**src/rtl/dispatch_ctrl.sv**
```systemverilog
`default_nettype none
// ============================================================================
// Module   : dispatch_ctrl
// Purpose  : Front-end dispatch controller between fetch and decode. Buffers
//            fetched instructions in a small FIFO, hands out ROB tags in
//            program order and tracks free-slot credits for the ROB, RS and
//            LSB. It releases one instruction per cycle only when every
//            structure that instruction needs has a free slot.
// Ports    : clk_in / rst_in (async, active-low) / rdy_in (global enable)
//            clear                 - flush after a mispredict
//            if_valid/if_pc/if_inst - fetch side, accepted when if_ready
//            dec_*                 - registered dispatch pulse and payload
//            rob_free/rs_free/lsb_free - one slot released this cycle
//            rob_credit            - current free ROB slots
// Revision : 1.0 - initial release
// ============================================================================
module dispatch_ctrl #(
  parameter int ROB_WIDTH  = 4,
  parameter int ROB_SIZE   = 2 ** ROB_WIDTH,
  parameter int RS_SIZE    = 8,
  parameter int LSB_SIZE   = 8,
  parameter int FIFO_DEPTH = 4   // power of 2, at least 2
) (
  input  logic                 clk_in,
  input  logic                 rst_in,
  input  logic                 rdy_in,
  input  logic                 clear,
  input  logic                 if_valid,
  input  logic [31:0]          if_pc,
  input  logic [31:0]          if_inst,
  output logic                 if_ready,
  output logic                 dec_valid,
  output logic [31:0]          dec_pc,
  output logic [31:0]          dec_inst,
  output logic [ROB_WIDTH-1:0] dec_tag,
  output logic                 dec_is_mem,
  input  logic                 rob_free,
  input  logic                 rs_free,
  input  logic                 lsb_free,
  output logic [ROB_WIDTH:0]   rob_credit
);

  localparam int FIFO_WIDTH = $clog2(FIFO_DEPTH);
  localparam int RS_CW      = $clog2(RS_SIZE + 1);
  localparam int LSB_CW     = $clog2(LSB_SIZE + 1);

  localparam logic [FIFO_WIDTH:0]   C_FIFO_FULL = (FIFO_WIDTH + 1)'(FIFO_DEPTH);
  localparam logic [FIFO_WIDTH:0]   C_CNT_ONE   = (FIFO_WIDTH + 1)'(1);
  localparam logic [FIFO_WIDTH-1:0] C_PTR_ONE   = FIFO_WIDTH'(1);
  localparam logic [ROB_WIDTH-1:0]  C_TAG_ONE   = ROB_WIDTH'(1);
  localparam logic [ROB_WIDTH:0]    C_ROB_FULL  = (ROB_WIDTH + 1)'(ROB_SIZE);
  localparam logic [ROB_WIDTH:0]    C_ROB_ONE   = (ROB_WIDTH + 1)'(1);
  localparam logic [RS_CW-1:0]      C_RS_FULL   = RS_CW'(RS_SIZE);
  localparam logic [RS_CW-1:0]      C_RS_ONE    = RS_CW'(1);
  localparam logic [LSB_CW-1:0]     C_LSB_FULL  = LSB_CW'(LSB_SIZE);
  localparam logic [LSB_CW-1:0]     C_LSB_ONE   = LSB_CW'(1);
  localparam logic [6:0]            C_OPC_LOAD  = 7'b0000011;
  localparam logic [6:0]            C_OPC_STORE = 7'b0100011;

  // Fetch buffer storage (data only, no reset needed)
  logic [31:0]           pc_mem_q   [FIFO_DEPTH];
  logic [31:0]           inst_mem_q [FIFO_DEPTH];

  logic [FIFO_WIDTH-1:0] head_q, tail_q;
  logic [FIFO_WIDTH:0]   count_q, count_d;
  logic [ROB_WIDTH-1:0]  tag_q;
  logic [ROB_WIDTH:0]    rob_cr_q, rob_cr_d;
  logic [RS_CW-1:0]      rs_cr_q, rs_cr_d;
  logic [LSB_CW-1:0]     lsb_cr_q, lsb_cr_d;

  logic                  dec_valid_q;
  logic [31:0]           dec_pc_q, dec_inst_q;
  logic [ROB_WIDTH-1:0]  dec_tag_q;
  logic                  dec_is_mem_q;

  logic [31:0]           head_inst;
  logic                  head_is_mem;
  logic                  has_room;
  logic                  do_push, do_pop;

  assign head_inst   = inst_mem_q[head_q];
  assign head_is_mem = (head_inst[6:0] == C_OPC_LOAD) || (head_inst[6:0] == C_OPC_STORE);
  // Anything that is not a load/store (illegal opcodes included) needs an RS slot
  assign has_room    = head_is_mem ? (lsb_cr_q != '0) : (rs_cr_q != '0);
  assign do_pop      = rdy_in & ~clear & (count_q != '0) & (rob_cr_q != '0) & has_room;

  // Uses the registered count, so a full FIFO refuses a push even while popping
  assign if_ready    = rst_in & rdy_in & ~clear & (count_q != C_FIFO_FULL);
  assign do_push     = if_valid & if_ready;

  always_comb begin
    count_d = count_q;
    unique case ({do_push, do_pop})
      2'b10:   count_d = count_q + C_CNT_ONE;
      2'b01:   count_d = count_q - C_CNT_ONE;
      default: count_d = count_q;
    endcase

    // Consume and free in the same cycle cancel; a free at full is dropped
    rob_cr_d = rob_cr_q;
    if (do_pop && !rob_free)
      rob_cr_d = rob_cr_q - C_ROB_ONE;
    else if (!do_pop && rob_free && (rob_cr_q != C_ROB_FULL))
      rob_cr_d = rob_cr_q + C_ROB_ONE;

    rs_cr_d = rs_cr_q;
    if ((do_pop && !head_is_mem) && !rs_free)
      rs_cr_d = rs_cr_q - C_RS_ONE;
    else if (!(do_pop && !head_is_mem) && rs_free && (rs_cr_q != C_RS_FULL))
      rs_cr_d = rs_cr_q + C_RS_ONE;

    lsb_cr_d = lsb_cr_q;
    if ((do_pop && head_is_mem) && !lsb_free)
      lsb_cr_d = lsb_cr_q - C_LSB_ONE;
    else if (!(do_pop && head_is_mem) && lsb_free && (lsb_cr_q != C_LSB_FULL))
      lsb_cr_d = lsb_cr_q + C_LSB_ONE;
  end

  always_ff @(posedge clk_in) begin
    if (do_push) begin
      pc_mem_q[tail_q]   <= if_pc;
      inst_mem_q[tail_q] <= if_inst;
    end
  end

  always_ff @(posedge clk_in or negedge rst_in) begin
    if (!rst_in) begin
      head_q       <= '0;
      tail_q       <= '0;
      count_q      <= '0;
      tag_q        <= '0;
      rob_cr_q     <= C_ROB_FULL;
      rs_cr_q      <= C_RS_FULL;
      lsb_cr_q     <= C_LSB_FULL;
      dec_valid_q  <= 1'b0;
      dec_pc_q     <= '0;
      dec_inst_q   <= '0;
      dec_tag_q    <= '0;
      dec_is_mem_q <= 1'b0;
    end else if (rdy_in) begin
      if (clear) begin
        head_q      <= '0;
        tail_q      <= '0;
        count_q     <= '0;
        tag_q       <= '0;
        rob_cr_q    <= C_ROB_FULL;
        rs_cr_q     <= C_RS_FULL;
        lsb_cr_q    <= C_LSB_FULL;
        dec_valid_q <= 1'b0;
      end else begin
        count_q     <= count_d;
        rob_cr_q    <= rob_cr_d;
        rs_cr_q     <= rs_cr_d;
        lsb_cr_q    <= lsb_cr_d;
        dec_valid_q <= do_pop;
        if (do_push)
          tail_q <= tail_q + C_PTR_ONE;
        if (do_pop) begin
          head_q       <= head_q + C_PTR_ONE;
          tag_q        <= tag_q + C_TAG_ONE;
          dec_pc_q     <= pc_mem_q[head_q];
          dec_inst_q   <= head_inst;
          dec_tag_q    <= tag_q;
          dec_is_mem_q <= head_is_mem;
        end
      end
    end
  end

  assign dec_valid  = dec_valid_q;
  assign dec_pc     = dec_pc_q;
  assign dec_inst   = dec_inst_q;
  assign dec_tag    = dec_tag_q;
  assign dec_is_mem = dec_is_mem_q;
  assign rob_credit = rob_cr_q;

endmodule
`default_nettype wire

```
**config.mk**
```make
export PLATFORM = sky130hd
export DESIGN_NAME = dispatch_ctrl
export DESIGN_NICKNAME = d
export VERILOG_FILES = /design/src/rtl/dispatch_ctrl.sv
export SDC_FILE = /design/constraint.sdc
export NUM_CORES = 1
export LEC_CHECK = 0
export ABC_AREA = 1
export BUFFER_PORTS_ARGS = -buffer_cell sky130_fd_sc_hd__buf_2
export CORE_UTILIZATION = 40
export CTS_BUF_LIST = sky130_fd_sc_hd__clkbuf_4 sky130_fd_sc_hd__clkbuf_8
export DETAILED_ROUTE_END_ITERATION = 6
export GPL_ROUTABILITY_DRIVEN = 0
export PLACE_DENSITY = 0.6
export SLEW_MARGIN = 20
export SYNTH_ARGS = -nofsm -noshare
export SYNTH_HDL_FRONTEND = slang
export SYNTH_SLANG_ARGS = --single-unit
```
**constraint.sdc**
```tcl
create_clock -name clk_in -period 4.3 [get_ports clk_in]
set_input_delay 0.215 -clock clk_in [delete_from_list [all_inputs] [get_ports clk_in]]
set_output_delay 0.215 -clock clk_in [all_outputs]
set_load 0.01 [all_outputs]
```
Word level (Yosys, flattened, before mapping)
Memory sizes are Yosys's and may differ from the RTL's. A register that Yosys moved wholly into a read port is not among the register bits.
Index checks and enable logic that the tools add are counted.
- register bits after elaboration: 62
- RAM bits: 256
- input port bits: 72
- output and inout bits: 76
- word-level logic and storage cells: 99
- memories: 2
- $add $sub $neg: 11
- equality and inequality tests: 8
- multiplexer cells: 21
- bitwise logic cells: 9
- reduce and logical (&&, ||, !) cells: 37
- memories (name ; depth ; width ; rd ports ; clocked after memory_dff ; write ports ; line ; RTL):
    inst_mem_q ; 4 ; 32 ; 1 ; 0 ; 1 ; 62 ; logic [31:0] inst_mem_q [FIFO_DEPTH];
    pc_mem_q ; 4 ; 32 ; 1 ; 1 ; 1 ; 61 ; logic [31:0] pc_mem_q [FIFO_DEPTH];
- operator list (kind ; count):
    $mux W4 ; 8
    $mux W5 ; 3
    $reduce_bool A3 Y1 ; 5
    $add A4 B1 Y4 const B ; 3
    $reduce_and A2 Y1 ; 6
    $logic_and A1 B1 Y1 ; 11
    $and A1 B1 Y1 ; 8
    $logic_not A1 Y1 ; 8
    $mux W2 ; 4
    $ne A4 B4 Y1 const B ; 2
    $reduce_bool A4 Y1 ; 2
    $sub A4 B1 Y4 const B ; 2
    $eq A7 B2 Y1 const B ; 1
    $eq A7 B6 Y1 const B ; 1
    $pmux W3 S2 ; 1
    $add A5 B1 Y5 const B ; 1
    $ne A5 B5 Y1 const B ; 1
    $reduce_bool A5 Y1 ; 1
    $sub A5 B1 Y5 const B ; 1
    $add A2 B1 Y2 const B ; 2
    $mux W1 ; 4
    $reduce_bool A2 Y1 ; 2
    $add A3 B1 Y3 const B ; 1
    $mux W3 ; 1
    other kinds (7) ; 7

Longest topological paths before layout
- depth in word-level cells: 12
- depth in mapped cells: 20
- depth with buffers taken out: 20

Worst setup path before layout
Ideal clock, no wire load.
- path kind: input-to-reg
- from: input rdy_in
- to: memory inst_mem_q[0][0], enable pin
- setup time: 487 ps
- arrival time: 3607 ps
- required time: 3813 ps
- setup slack: 206 ps
- stages: 7
- path buffers: 1
- cells stage by stage: clkbuf_2 nand2_1 inv_1 nand3_1 inv_1 nand2_1 nor2_1
- longest elaborated chain between the ends: 6
- RTL lines (what ; line ; RTL):
    from (decl) ; 26 ; input logic rdy_in,
    $and A1 B1 Y1 (3 in series) ; 88 ; assign if_ready = rst_in & rdy_in & ~clear & (count_q != C_FIFO_FULL);
    named net if_ready ; 31 ; output logic if_ready,
    $and A1 B1 Y1 ; 89 ; assign do_push = if_valid & if_ready;
    $mux W1 ; 120 ; if (do_push) begin
    $mux W1 (implied by the code) ; 122 ; inst_mem_q[tail_q] <= if_inst;
    to (decl) ; 62 ;
The timed path passes the listed nets, and every way through them passes these cells.

Worst setup path in the final report
- from: register head_q[0]
- to: register rob_cr_q[1], in the netlist rob_credit[1]
- longest elaborated chain between the ends: 10
- elaborated cells between the ends (all ways): 14
- classes of those cells: 2 x eq/ne; 3 x mux; 1 x bitwise; 7 x reduce/logical; 1 x memory
- RTL lines (what ; line ; RTL):
    from (decl) ; 64 ; logic [FIFO_WIDTH-1:0] head_q, tail_q;
    from (signal assigned) ; 159 ; head_q <= head_q + C_PTR_ONE;
    $mem_v2 Z4 W32 (*) ; n/a ;
    $eq A7 B2 Y1 / $eq A7 B6 Y1 (equally long branches) ; 82 ; assign head_is_mem = (head_inst[6:0] == C_OPC_LOAD) || (head_inst[6:0] == C_OPC_STORE);
    $logic_or A1 B1 Y1 (*) ; 82 ;
    $mux W1 (*) ; 84 ; assign has_room = head_is_mem ? (lsb_cr_q != '0) : (rs_cr_q != '0);
    $and A1 B1 Y1 (*) ; 85 ; assign do_pop = rdy_in & ~clear & (count_q != '0) & (rob_cr_q != '0) & has_room;
    $logic_not A1 Y1 ; 103 ; else if (!do_pop && rob_free && (rob_cr_q != C_ROB_FULL))
    $logic_and A1 B1 Y1 (2 in series) ; 103 ;
    $reduce_bool A3 Y1 (no line) ; n/a ;
    $reduce_and A2 Y1 (no line) ; n/a ;
    to (signal assigned) ; 152 ; rob_cr_q <= rob_cr_d;
    to (decl) ; 67 ; logic [ROB_WIDTH:0] rob_cr_q, rob_cr_d;
Mark *: on every way between the ends. The rest lies on a longest branch, timed or not.
A chain may end at the register's enable or synchronous reset.

==> results.md <==
* Final slew viol count at 0
* RSZ-0062 raised after global routing: no
* Slew HR at 47.7%
* Unique masters post-synth at 35
* CP max stage delay at 660 ps
* # resized after CTS at 0
* Post-synthesis sequential area ratio at 73.1%
* FF-to-FF path depth at 14
* Worst skew pair latency at 600 ps
* Maximum root-to-sink buffer count at 3
* Vias in the first global route at 9233
* Status: completed
* Initial Utilization at 40.8%
* CP top delay family: simple AND/OR/NAND/NOR gates
* Clk pwr share at 32.8%
* Nets at 1468
* Initial antenna violation count at 5
* Commonest cells post-synth: 282 x nand2_1, 256 x edfxtp_1, 137 x o21ai_0, 131 x nor2_1, 91 x dfrtp_1
* Setup violators final at 0
* WHS Path Cells at 7
* Final worst clock skew at 27.9 ps
* Comb power frac at 21.4%
* Max frequency at 262 MHz
* WP buf/inv at 2
* Crit path launch type: register
* Via count at 9184
* Post-CTS setup buffer count at 0
* H-tree levels at 2
* Critical path's slowest cell: dfrtp_4
* Most frequent cell after synthesis: nand2_1
* TritonCTS Buffers at 57
* Top cell type's share of synthesized area at 56.0%
* Switching portion of total power at 30.7%
* Drt initial violations at 597
* Critical Path Stages at 14
* TNS Setup at 0 ps
* Detailed Place HPWL at 17700 um
* Post-Route WL at 31500 um
* Root Driver: clkbuf_8
* CP endpoint kind: register
* CP arrival at 4350 ps
* Worst slack, placed at 692 ps
* Leakage at 0.00699 uW
* Synth area leaders: edfxtp_1 56%, dfrtp_1 17%, nand2_1 7.7%
* Most used cell, CP: nand2_1
* Largest net degree at the start of global routing at 66
* Worst setup margin at 483 ps
* Max VDD drop at 0.255 mV
* Synth Cell Area at 0.0137 sq mm
* Most used DFF post-synth: edfxtp_1
* Yosys top cell by area: edfxtp_1
* TritonCTS clock tree: yes
* First-pass GRT wire length at 50000 um
* P_sw at 2890 uW
* Final hold viol count at 0
* Die area at 0.0351 sq mm
* Hold Path Class: in -> reg
* Minimum clock period at 3820 ps
* Layout area overhead at 23.4%
* CTS sink cnt at 350
* Hold-fix buffers, CTS at 68
* Via/cell ratio at 4.88
* Mean Syn Cell Area at 12.0 sq um
* FP Rows at 67
* Die width at 187 um
* Req. time, crit path at 4830 ps
* Yosys warning count at 0
* Worst-path clk slew at 60 ps
* Max-capacitance violation count at 0
* Net Count, Synth at 1235
* Core area at 0.0337 sq mm
* Post-synth EDFFs at 256
* Residual DRC at 0
* Critical Path, Cell by Cell: inv_4, nand2_1, nand2_1, nand2_1, nand2_1, nand2_1, nor2_1, nand2_1, nand2_2, nand4_1, fa_1, or2_2, o21ai_1, dlygate4sd3_1
* I/O Buffers at 147
* Die Y at 187 um
* Register bit count reported by yosys at 350
* Final period util at 88.8%
* GRT overflow at 0
* Pint at 6510 uW
* IO Count at 148
* Worst-Margin Slew at 785 ps
* Flop pwr share at 45.8%
* Routed Antenna Nets at 0
* Gr usage total at 18.2%
* WS Path Type: reg -> reg
* Layout cell share with drive strength beyond 1 at 20.4%
* Avg WL per Cell at 16.7 um
* Synthesized instance count at 1147
* First drt pass iteration count at 6
* Power density over the cells at 555 mW/mm^2
* CP max FO at 54
* Async set-reset flop share out of synthesis at 26.9%
logic make-up after synthesis:
group | after synthesis | synth area share [%]
adders and majority gates | 16 | 1.68
buffers and inverters | 102 | 3.17
and+or+nand+nor | 454 | 13.0
AOI/OAI and AO/OA | 219 | 8.66
xor gates and xnor gates | 6 | 0.382
DFF | 350 | 73.1
worst paths after layout:
path	startpoint	to	slack, ps
worst max-delay path	head_q[0]	rob_credit[1]	480
worst min-delay path	lsb_free	lsb_cr_q[1]	140
worst max register to register	head_q[0]	rob_credit[1]	480
worst min register to register	dec_pc[1]	dec_pc[1]	470
max in group asynchronous	rst_in	head_q[0]	2860
min in group asynchronous	rst_in	dec_pc[0]	180
worst reg2reg max path, stage by stage (launching register included):
cell           delay (ps)
dfrtp_4               660
inv_4                 460
nand2_1               140
nand2_1                80
nand2_1                40
nand2_1                90
nand2_1                50
nor2_1                210
nand2_1               170
nand2_2               150
nand4_1               220
fa_1                  490
or2_2                 280
o21ai_1               140
dlygate4sd3_1         560
sequential cells by signal (all words and copies together) (netlist names), 2 cells and up:
register and count:
dec_inst 32, inst_mem_q 128, tag_q 4, head_q 2, lsb_cr_q 4, rob_credit 5
pc_mem_q 128, tail_q 2, count_q 3, dec_tag 4, dec_pc 32, rs_cr_q 4
layer usage:
layer | share of wire (%) | vias up | routed length, um | GRT usage [%]
li1 | - | 4472 | - | -
met1 | 46 | 4415 | 14600 | 24.5
met2 | 46 | 239 | 14500 | 29.0
met3 | 5.4 | 58 | 1700 | 3.94
met4 | 2.3 | 0 | 735 | 6.72
met5 | 0 | - | 0 | 0
through the flow:
stage / utilization, % / cell area, sq um / power (uW) / std cells / hold slack [ps]
after floorplan: - / 13700 / 5570 / 1147 / -80.6
after global placement: 44.5 / 15000 / 6320 / 1701 / 258
after detailed placement: 44.5 / 15000 / 6350 / 1701 / 261
after CTS: 50.3 / 16900 / 9520 / 1877 / 85.9
after global routing: 50.3 / 17000 / 9940 / 1882 / 147
final: 50.3 / 17000 / 9400 / 1882 / 135
power by group through the flow:
stage / combinational (uW) / sequential (uW) / clock, uW
after floorplan: 1140 / 4430 / 0
after global placement: 1950 / 4370 / 0
after detailed placement: 1980 / 4370 / 0
after CTS: 2050 / 4310 / 3160
after global routing: 2290 / 4360 / 3300
final: 2020 / 4300 / 3080
final cells by class:
cell class / instances / area, sq um
antenna: 5 / 12.5
clock buffer: 91 / 1140
clock inverter: 17 / 125
fill: 3019 / 16700
inverter: 43 / 164
multi-input combinational: 695 / 3300
sequential: 350 / 10000
tap: 448 / 561
timing repair buffer: 233 / 1600
layout by cell type (no fill, tap or decap), types with 2 or more instances in the layout:
cell type        n
clkinv_1         2
buf_2          146
xnor2_1          2
o22ai_1         60
inv_2            3
clkinvlp_4       3
a21oi_1          8
a21o_1           3
clkinv_2         9
nor2_1         127
fa_1             4
nor2_4           4
clkbuf_4        18
edfxtp_1       256
diode_2          5
dlygate4sd3_1   68
or2_2            2
dfrtp_1         89
ha_1            12
xor2_1           4
dfstp_2          3
buf_12           4
nand2_1        282
nor3_1           2
inv_1           39
a31oi_1          2
clkbuf_8        73
nor4_1           2
o21ai_1          6
nand4_1          4
buf_4           15
o21ai_0        137
nand3_1         26
No activity file was read; power rests on OpenSTA's default activity.
